### src/rtl/echo_range_calc.sv
// echo_range_calc: echo-pulse width to clamped, moving-averaged distance in cm
module echo_range_calc #(
  parameter int CLK_PER_CM = 696,
  parameter int MAX_CM     = 400,
  parameter int AVG_LOG2   = 2
) (
  input  logic        clk,
  input  logic        rst,
  input  logic [31:0] duration,
  input  logic        dur_valid,
  output logic        busy,
  output logic [15:0] dist_cm,
  output logic        dist_valid,
  output logic        out_of_range,
  output logic        dropped
);
  localparam int DEPTH = 1 << AVG_LOG2;
  localparam int PW    = AVG_LOG2 > 0 ? AVG_LOG2 : 1;
  localparam int SW    = 16 + AVG_LOG2;
  typedef enum logic [1:0] {IDLE, DIV, AVG, OUT} state_t;
  state_t          state_q, state_d;
  logic [4:0]      cnt_q;
  logic [31:0]     dvd_q, quo_q;
  logic [32:0]     rem_q, rem_sh, rem_nx;
  logic            zero_q, ge, oor_raw, primed_q;
  logic [15:0]     sample;
  logic [15:0]     hist_q [DEPTH];
  logic [SW-1:0]   sum_q, sum_nx;
  logic [PW-1:0]   ptr_q, ptr_nx;
  logic [15:0]     dist_q;
  logic            dv_q, oor_q, drop_q;
  assign busy         = state_q != IDLE;
  assign dist_cm      = dist_q;
  assign dist_valid   = dv_q;
  assign out_of_range = oor_q;
  assign dropped      = drop_q;
  // divide step, clamp and filter arithmetic
  always_comb begin
    rem_sh  = {rem_q[31:0], dvd_q[31]};
    ge      = rem_sh >= 33'(CLK_PER_CM);
    rem_nx  = ge ? rem_sh - 33'(CLK_PER_CM) : rem_sh;
    oor_raw = zero_q || quo_q > 32'(MAX_CM);
    sample  = oor_raw ? 16'(MAX_CM) : quo_q[15:0];
    sum_nx  = primed_q ? sum_q - SW'(hist_q[ptr_q]) + SW'(sample) : SW'(sample) << AVG_LOG2;
    ptr_nx  = AVG_LOG2 == 0 ? '0 : ptr_q + 1'b1;
  end
  // next-state logic: accept, 32 divide steps, average, publish
  always_comb begin
    state_d = state_q;
    state_d = state_q == IDLE ? (dur_valid ? DIV : IDLE) :
              state_q == DIV  ? (cnt_q == 5'd0 ? AVG : DIV) :
              state_q == AVG  ? OUT : IDLE;
  end
  // state register
  always_ff @(posedge clk) begin
    if (rst) state_q <= IDLE;
    else     state_q <= state_d;
  end
  // datapath: divider registers, filter history and output registers
  always_ff @(posedge clk) begin
    if (rst) begin
      cnt_q    <= '0;
      dvd_q    <= '0;
      quo_q    <= '0;
      rem_q    <= '0;
      zero_q   <= 1'b0;
      primed_q <= 1'b0;
      sum_q    <= '0;
      ptr_q    <= '0;
      dist_q   <= '0;
      dv_q     <= 1'b0;
      oor_q    <= 1'b0;
      drop_q   <= 1'b0;
      for (int i = 0; i < DEPTH; i++) hist_q[i] <= '0;
    end else begin
      drop_q <= dur_valid && state_q != IDLE;
      dv_q   <= state_q == AVG;
      if (state_q == IDLE && dur_valid) begin
        dvd_q  <= duration;
        rem_q  <= '0;
        quo_q  <= '0;
        cnt_q  <= 5'd31;
        zero_q <= duration == 32'd0;
      end
      if (state_q == DIV) begin
        dvd_q <= dvd_q << 1;
        rem_q <= rem_nx;
        quo_q <= {quo_q[30:0], ge};
        cnt_q <= cnt_q - 5'd1;
      end
      if (state_q == AVG) begin
        sum_q    <= sum_nx;
        primed_q <= 1'b1;
        dist_q   <= 16'(sum_nx >> AVG_LOG2);
        oor_q    <= oor_raw;
        if (primed_q) begin
          hist_q[ptr_q] <= sample;
          ptr_q         <= ptr_nx;
        end else begin
          for (int i = 0; i < DEPTH; i++) hist_q[i] <= sample;
        end
      end
    end
  end
endmodule

### config.mk
export PLATFORM = sky130hd
export DESIGN_NAME = echo_range_calc
export DESIGN_NICKNAME = d
export VERILOG_FILES = /design/src/rtl/echo_range_calc.sv
export SDC_FILE = /design/constraint.sdc
export NUM_CORES = 1
export LEC_CHECK = 0
export ABC_AREA = 1
export CORE_MARGIN = 4
export CORE_UTILIZATION = 45
export CTS_CLUSTER_DIAMETER = 200
export DETAILED_ROUTE_END_ITERATION = 12
export PLACE_DENSITY_LB_ADDON = 0.05
export SLEW_MARGIN = 20
export SYNTH_ARGS = -nofsm -noshare
export SYNTH_HDL_FRONTEND = slang
export SYNTH_SLANG_ARGS = --single-unit
### constraint.sdc
create_clock -name clk -period 6.8 [get_ports clk]
set_clock_uncertainty 0.1 [all_clocks]
set_input_delay 1.36 -clock clk [delete_from_list [all_inputs] [get_ports clk]]
set_output_delay 1.36 -clock clk [all_outputs]
set_load 0.01 [all_outputs]
==> run_results.csv, run 1 <==
group,metric,value,unit
pwr,power.density,320.1,nW/um^2
detailed_routing,antenna_left,0,
setup_path,worstSetupStartpointType,"flop",
timing,setup_viol,0,
clock_network,cts_tree,"built",
global_route,grtUsageTotal,19.79,%
setup_path,path_cells,"buf_4, inv_1, nand2_1, a32o_1, fa_1, ha_1, a21oi_1, nand2_1, nand3_1, nand2_1, nand2_1, nand2_1, o21ai_0, nand2_1, o21ai_1",
pwr,ir_worst_vdd,0.1646,mV
pwr,finalPower,3.743,mW
timing,final_hold_viol_count,0,
global_route,first_global_vias,8140,
floorplan,io-pin-count,55,
synth,ys_warn_count,0,
detailed_routing,routed-wl-met2,11350,um
floorplan,die_width,160.2,um
setup_path,cpMostUsedCell,"nand2_1",
floorplan,die-area,25670,sq um
detailed_routing,drc_errors,0,
clock_network,insertion_delay,0.44,ns
clock_network,cts_made_buffers,17,
clock_network,hold_buffers,0,
detailed_routing,met3_length,1051,um
layout,syn_to_final_growth,12.16,%
detailed_routing,dr.pass1.iters,5,
timing,worst_slew_pin_slew,1.055,ns
pwr,p_leak,4.914,nW
floorplan,core_area,22710,sq um
placed_design,gp_congestion,0.9101,
synth,synth_seq_cells,194,
synth,seq_area_frac_synth,43.40,%
setup_path,worstSetupEndpointType,"flop",
setup_path,arrival,4.04,ns
placed_design,dp_hpwl,17620,um
clock_network,htreeDepth,4,
timing,finalSetupTns,0,ns
global_route,grt_overflow,0,
timing,layout_worst_path_cycle_share,55.46,%
setup_path,required,7.07,ns
synth,synth_cell_types,50,
global_route,antenna_found_initial,0,
clock_network,post_cts_resize_count,0,
detailed_routing,drtIter0Drc,519,
layout,n_antenna_cell,0,
detailed_routing,top_layer,"met4",
synth,netlist_instances,1337,
global_route,grt_max_degree,94,
setup_path,crit_type,"flop to flop",
detailed_routing,wl,25240,um
clock_network,cts.sinks,194,
setup_path,crit_slowest_cell,"inv_1",
synth,synth_area,10420,sq um
setup_path,slowest_delay,0.75,ns
timing,max_slew_margin,29.70,%
floorplan,start_util,45.91,%
run_status,outcome,"finished clean",
clock_network,clk_pin_slew,0.08,ns
detailed_routing,wl_per_cell,15.07,um
timing,slew_viol_final,0,
layout,finalNetCount,1453,
layout,layout-drive-gt1-share,6.331,%
clock_network,clockBufferDepth,2,
detailed_routing,vias,8654,
detailed_routing,viasPerCell,5.167,
synth,postSynthAreaPerCell,7.797,sq um
timing,min_period,3.771,ns
clock_network,cts.root.buffer_cell,"clkbuf_16",
floorplan,die_height,160.2,um
worst_hold_path,min_path_type,"flop to flop",
clock_network,post_cts_buffers,0,
detailed_routing,wl_met1,12550,um
timing,rsz0062_at_grt,"no",
setup_path,path_max_fanout,33,
placed_design,place.port_buffers,54,
timing,fmax,265.2,MHz
floorplan,std_cell_rows,55,
global_route,grt_first_pass_wirelength,41830,um
flow_run,maxCapViolations,0,
==> synthesized netlist by cell type (all sizes together) <==
| master | instances | area [sq um] |
|---|---|---|
| xnor2 | 7 | 61.31 |
| dfxtp | 130 | 2603 |
| nor3 | 5 | 30.03 |
| o211ai | 1 | 7.510 |
| buf | 29 | 220.2 |
| a22oi | 2 | 15.01 |
| o22ai | 14 | 87.58 |
| a21o | 1 | 7.510 |
| a32o | 17 | 170.2 |
| o32ai | 23 | 201.4 |
| nand3 | 76 | 392.9 |
| a21oi | 83 | 422.9 |
| o21bai | 1 | 7.510 |
| nor4 | 3 | 18.77 |
| inv | 154 | 578.1 |
| dlymetal6s2s | 1 | 12.51 |
| nand4 | 15 | 93.84 |
| a221oi | 14 | 122.6 |
| nor2 | 171 | 730.7 |
| nand3b | 9 | 67.56 |
| or2 | 4 | 25.03 |
| o21ai | 37 | 185.2 |
| clkinv | 1 | 3.750 |
| and2 | 3 | 18.77 |
| a31oi | 16 | 100.1 |
| clkbuf | 39 | 156.4 |
| dlygate4sd1 | 1 | 8.760 |
| o31ai | 1 | 7.510 |
| ha | 25 | 312.8 |
| nand2 | 361 | 1410 |
| fa | 16 | 320.3 |
| edfxtp | 64 | 1922 |
| conb | 2 | 7.510 |
| xor2 | 11 | 96.34 |
==> report_power, final <==
group	internal [mW]	switching, mW
logic	0.424	0.873
clock network	0.504	0.526
registers	1.34	0.0773
==> layout by cell type, fill, tap and decap left out, types with 15 or more instances in the layout <==
cell type        Yosys  routed
clkbuf_16            0      17
nand2_2             16      16
nand3_1             75      75
fa_1                16      16
nand4_1             15      15
clkdlybuf4s50_1      0      53
o32ai_1             23      23
o21ai_0             35      35
ha_1                25      25
a21oi_1             81      81
conb_1               2      35
dfxtp_1            130     130
inv_1              143     143
nand2_1            343     343
edfxtp_1            64      64
a31oi_1             16      16
nor2_1             157     156
a32o_1              17      17
==> flip-flops by register name, summed over array words and instances (netlist names), named ones only <==
register and cells:
hist_q 64, dvd_q 32, quo_q 32, rem_q 32, sum_q 18, cnt_q 5, ptr_q 2, state_q 2
dist_valid 1, dropped 1, out_of_range 1, primed_q 1, zero_q 1
==> critical path: cells and delay by family (launching register included) <==
family	cells	cell delay [ns]
buffers and inverters	2	0.98
DFF	1	0.30
and+or+nand+nor	7	0.73
AOI/OAI and AO/OA	4	0.76
adders and majority gates	2	0.84
==> per-stage QoR <==
| step | utilization (%) | instances | cell area [sq um] | worst slack (ns) | hold slack [ns] |
|---|---|---|---|---|---|
| 2_1_floorplan | - | 1370 | 10550 | 3.825 | 0.3453 |
| 3_3_place_gp | 48.83 | 1643 | 11090 | 2.983 | 0.3533 |
| 3_5_place_dp | 48.83 | 1643 | 11090 | 2.907 | 0.3570 |
| 4_1_cts | 51.49 | 1675 | 11690 | 2.991 | 0.3689 |
| 5_1_grt | 51.49 | 1675 | 11690 | 2.721 | 0.3799 |
| 6_report | 51.49 | 1675 | 11690 | 3.029 | 0.3692 |
==> area by class of cell <==
| cell class | instances | area [sq um] |
|---|---|---|
| fill | 2278 | 11020 |
| multi-input combinational | 951 | 5057 |
| sequential | 194 | 4524 |
| inverter | 155 | 581.8 |
| timing repair buffer | 58 | 568.0 |
| clock buffer | 17 | 425.4 |
| tap | 285 | 356.6 |
| clock inverter | 15 | 178.9 |
==> per-layer routing <==
| metal | vias to the layer above | global-route usage [%] |
|---|---|---|
| li1 | 4449 | - |
| met1 | 4005 | 28.92 |
| met2 | 180 | 31.43 |
| met3 | 20 | 2.529 |
| met4 | 0 | 4.537 |
| met5 | - | 0 |
==> final timing paths <==
kind	startpoint	end	slack, ns	depth (start not counted)
max	flop	sum_q[7]	3.03	15
min	rem_q[31]	rem_q[31]	0.37	2
max reg2reg	flop	sum_q[7]	3.03	15
min reg2reg	rem_q[31]	rem_q[31]	0.37	2
==> kinds of logic after synthesis <==
logic type | synth area share [%]
adder cells (fa/ha/maj) | 6.073
flip-flops | 43.40
AO/OA/AOI/OAI | 12.81
other | 0.07204
XOR/XNOR | 1.512
buffers and inverters | 9.397
AND/OR/NAND/NOR | 26.74
Note: power is estimated with default switching activity, not from simulation.
==> run 2: changes to the inputs <==
==> constraint.sdc (replaced) <==
create_clock -name clk -period 3.5 [get_ports clk]
set_clock_uncertainty 0.1 [all_clocks]
set_input_delay 0.7 -clock clk [delete_from_list [all_inputs] [get_ports clk]]
set_output_delay 0.7 -clock clk [all_outputs]
set_load 0.01 [all_outputs]
==> run 2 against run 1 <==
  * Total power increased by 99%
  * Setup slack worse by 2.8 ns
  * Sequential share of layout area fell by 0.96 points
  * First-iteration DRC count shrank 0.77%
  * Routed wire length up 1.2%
  * Final area grew 2.5%
  * Clock power increased by 100%
  * Critical endpoint is now sum_q[10]
  * Largest cell class unchanged
==> run_results.csv, run 2 (synthesis gave the netlist of run 1 again) <==
group,metric,value,unit
detailed_routing,drtIter0Drc,515,
setup_path,cp.buffers_inverters,0,
flow_run,maxCapViolations,0,
worst_hold_path,hold_depth,2,
detailed_routing,antenna_left,0,
timing,min_period,3.259,ns
timing,setup_viol,0,
setup_path,worstSetupStartpointType,"flop",
clock_network,clockBufferDepth,2,
global_route,grtUsageTotal,20.17,%
layout,layout-drive-gt1-share,8.665,%
clock_network,cts_made_buffers,17,
placed_design,place.port_buffers,54,
timing,timing.hold.ws,0.3672,ns
floorplan,core_area,22710,sq um
setup_path,path_max_fanout,5,
layout,regArea,4524,sq um
timing,slew_viol_final,0,
setup_path,r2r_cells,17,
setup_path,crit_slowest_cell,"fa_1",
layout,top_register,"hist_q",
clock_network,post_cts_buffers,0,
global_route,grt_overflow,0,
timing,max_slew_margin,47.17,%
setup_path,slowest_delay,0.53,ns
layout,n_fill_cell,2209,
setup_path,rr_startpoint,"quo_q[29]",
clock_network,htreeDepth,4,
timing,rsz0062_at_grt,"yes",
floorplan,die_width,160.2,um
floorplan,die_height,160.2,um
placed_design,gp_congestion,0.9095,
timing,final_hold_viol_count,0,
placed_design,dp_hpwl,17900,um
clock_network,cts.root.buffer_cell,"clkbuf_16",
setup_path,arrival,3.49,ns
layout,n_antenna_cell,0,
timing,finalSetupTns,0,ns
run_status,outcome,"finished clean",
setup_path,crit_path_start,"quo_q[29]",
layout,largest_reg_flops,64,
timing,layout_worst_path_cycle_share,93.10,%
global_route,first_global_vias,8255,
setup_path,crit_type,"flop to flop",
setup_path,regToRegSetupSlack,0.24,ns
worst_hold_path,min_path_type,"flop to flop",
placed_design,placed_area,11250,sq um
placed_design,preCtsSetupSlack,0.1202,ns
placed_design,dp.cells,1661,
detailed_routing,wl,25540,um
setup_path,cpMostUsedCell,"nor2_1",
floorplan,die-area,25670,sq um
clock_network,cts_tree,"built",
global_route,grt_max_degree,67,
layout,finalNetCount,1471,
global_route,grt_first_pass_wirelength,42180,um
layout,final_cell_mix,"nand2_1, nor2_1, inv_1, dfxtp_1, a21oi_1",
detailed_routing,drc_errors,0,
layout,design_area,11990,sq um
detailed_routing,wl_per_cell,15.08,um
setup_path,cp.depth,17,
setup_path,path_cells,"nor2_1, nand2_1, nor2_1, nand2_1, nor3_4, nand3_1, fa_1, ha_1, nand2_1, nor2_1, nand3_1, nand3_1, nand2_1, nand2_1, nor2_1, nor2_1, nor2_1",
clock_network,cts.sinks,194,
worst_hold_path,min-delay-start,"rem_q[31]",
layout,final_cells,1693,
pwr,ir_worst_vdd,0.4248,mV
global_route,antenna_found_initial,0,
layout,multi_input_area,5164,sq um
detailed_routing,viasPerCell,5.192,
floorplan,io-pin-count,55,
pwr,p_leak,5.031,nW
detailed_routing,dr.pass1.iters,5,
clock_network,clk_pin_slew,0.09,ns
setup_path,required,3.73,ns
setup_path,cp_top_family,"simple AND/OR/NAND/NOR gates",
clock_network,hold_buffers,0,
clock_network,insertion_delay,0.45,ns
timing,fmax,306.9,MHz
floorplan,start_util,45.91,%
timing,worst_slack,0.2414,ns
layout,final_common_cell,"nand2_1",
floorplan,std_cell_rows,55,
detailed_routing,vias,8790,
layout,syn_to_final_growth,15.00,%
timing,worst_slew_pin_slew,0.7916,ns
setup_path,worstSetupEndpointType,"flop",
pwr,power.density,621.2,nW/um^2
clock_network,post_cts_resize_count,0,
run 2: changes by cell type in the layout (fill, tap and decap cells not counted), moves of 3 or more:
| cell | change |
|---|---|
| buf_4 | +16 |
| nor2_1 | -6 |
| inv_12 | +5 |
| nor2_4 | +4 |
| ha_1 | -3 |
| ha_4 | +3 |
| nand2_1 | -3 |
run 2: final timing paths:
path | end
max | sum_q[10]
min | rem_q[31]
max reg2reg | sum_q[10]
min reg2reg | rem_q[31]
run 2: cell type report:
| class | count | share of cell area [%] |
|---|---|---|
| Sequential cell | 194 | 37.74 |
| Multi-Input combinational cell | 951 | 43.07 |
| Inverter | 155 | 4.853 |
| Timing Repair Buffer | 76 | 6.074 |
| Tap cell | 285 | 2.974 |
| Clock buffer | 17 | 3.548 |
| Clock inverter | 15 | 1.743 |
run 2: power breakdown:
group          switching (mW)  internal, mW
clock                    1.08          1.01
combinational            1.73         0.880
sequential              0.148          2.60
run 2: metrics by stage:
step	total power [mW]	util (%)
after floorplan	4.766	-
after global placement	5.355	49.53
after detailed placement	5.371	49.53
after CTS	7.487	52.33
after global routing	7.953	52.79
final	7.447	52.79
run 2: worst reg2reg max path: stages (launching register included):
cell and delay (ns):
dfxtp_1 0.32, nor2_1 0.10, nand2_1 0.06, nor2_1 0.12, nand2_1 0.10, nor3_4 0.29, nand3_1 0.25, fa_1 0.54
ha_1 0.37, nand2_1 0.09, nor2_1 0.22, nand3_1 0.17, nand3_1 0.12, nand2_1 0.05, nand2_1 0.06, nor2_1 0.04
nor2_1 0.10, nor2_1 0.04
run 2: per-layer routing:
layer / vias to the layer above / global-route usage [%] / part of all wire, %
met5: - / 0 / 0
met4: 0 / 5.592 / 1.6
met3: 32 / 2.994 / 3.4
met2: 169 / 31.46 / 45
met1: 4106 / 29.31 / 50
li1: 4483 / - / -
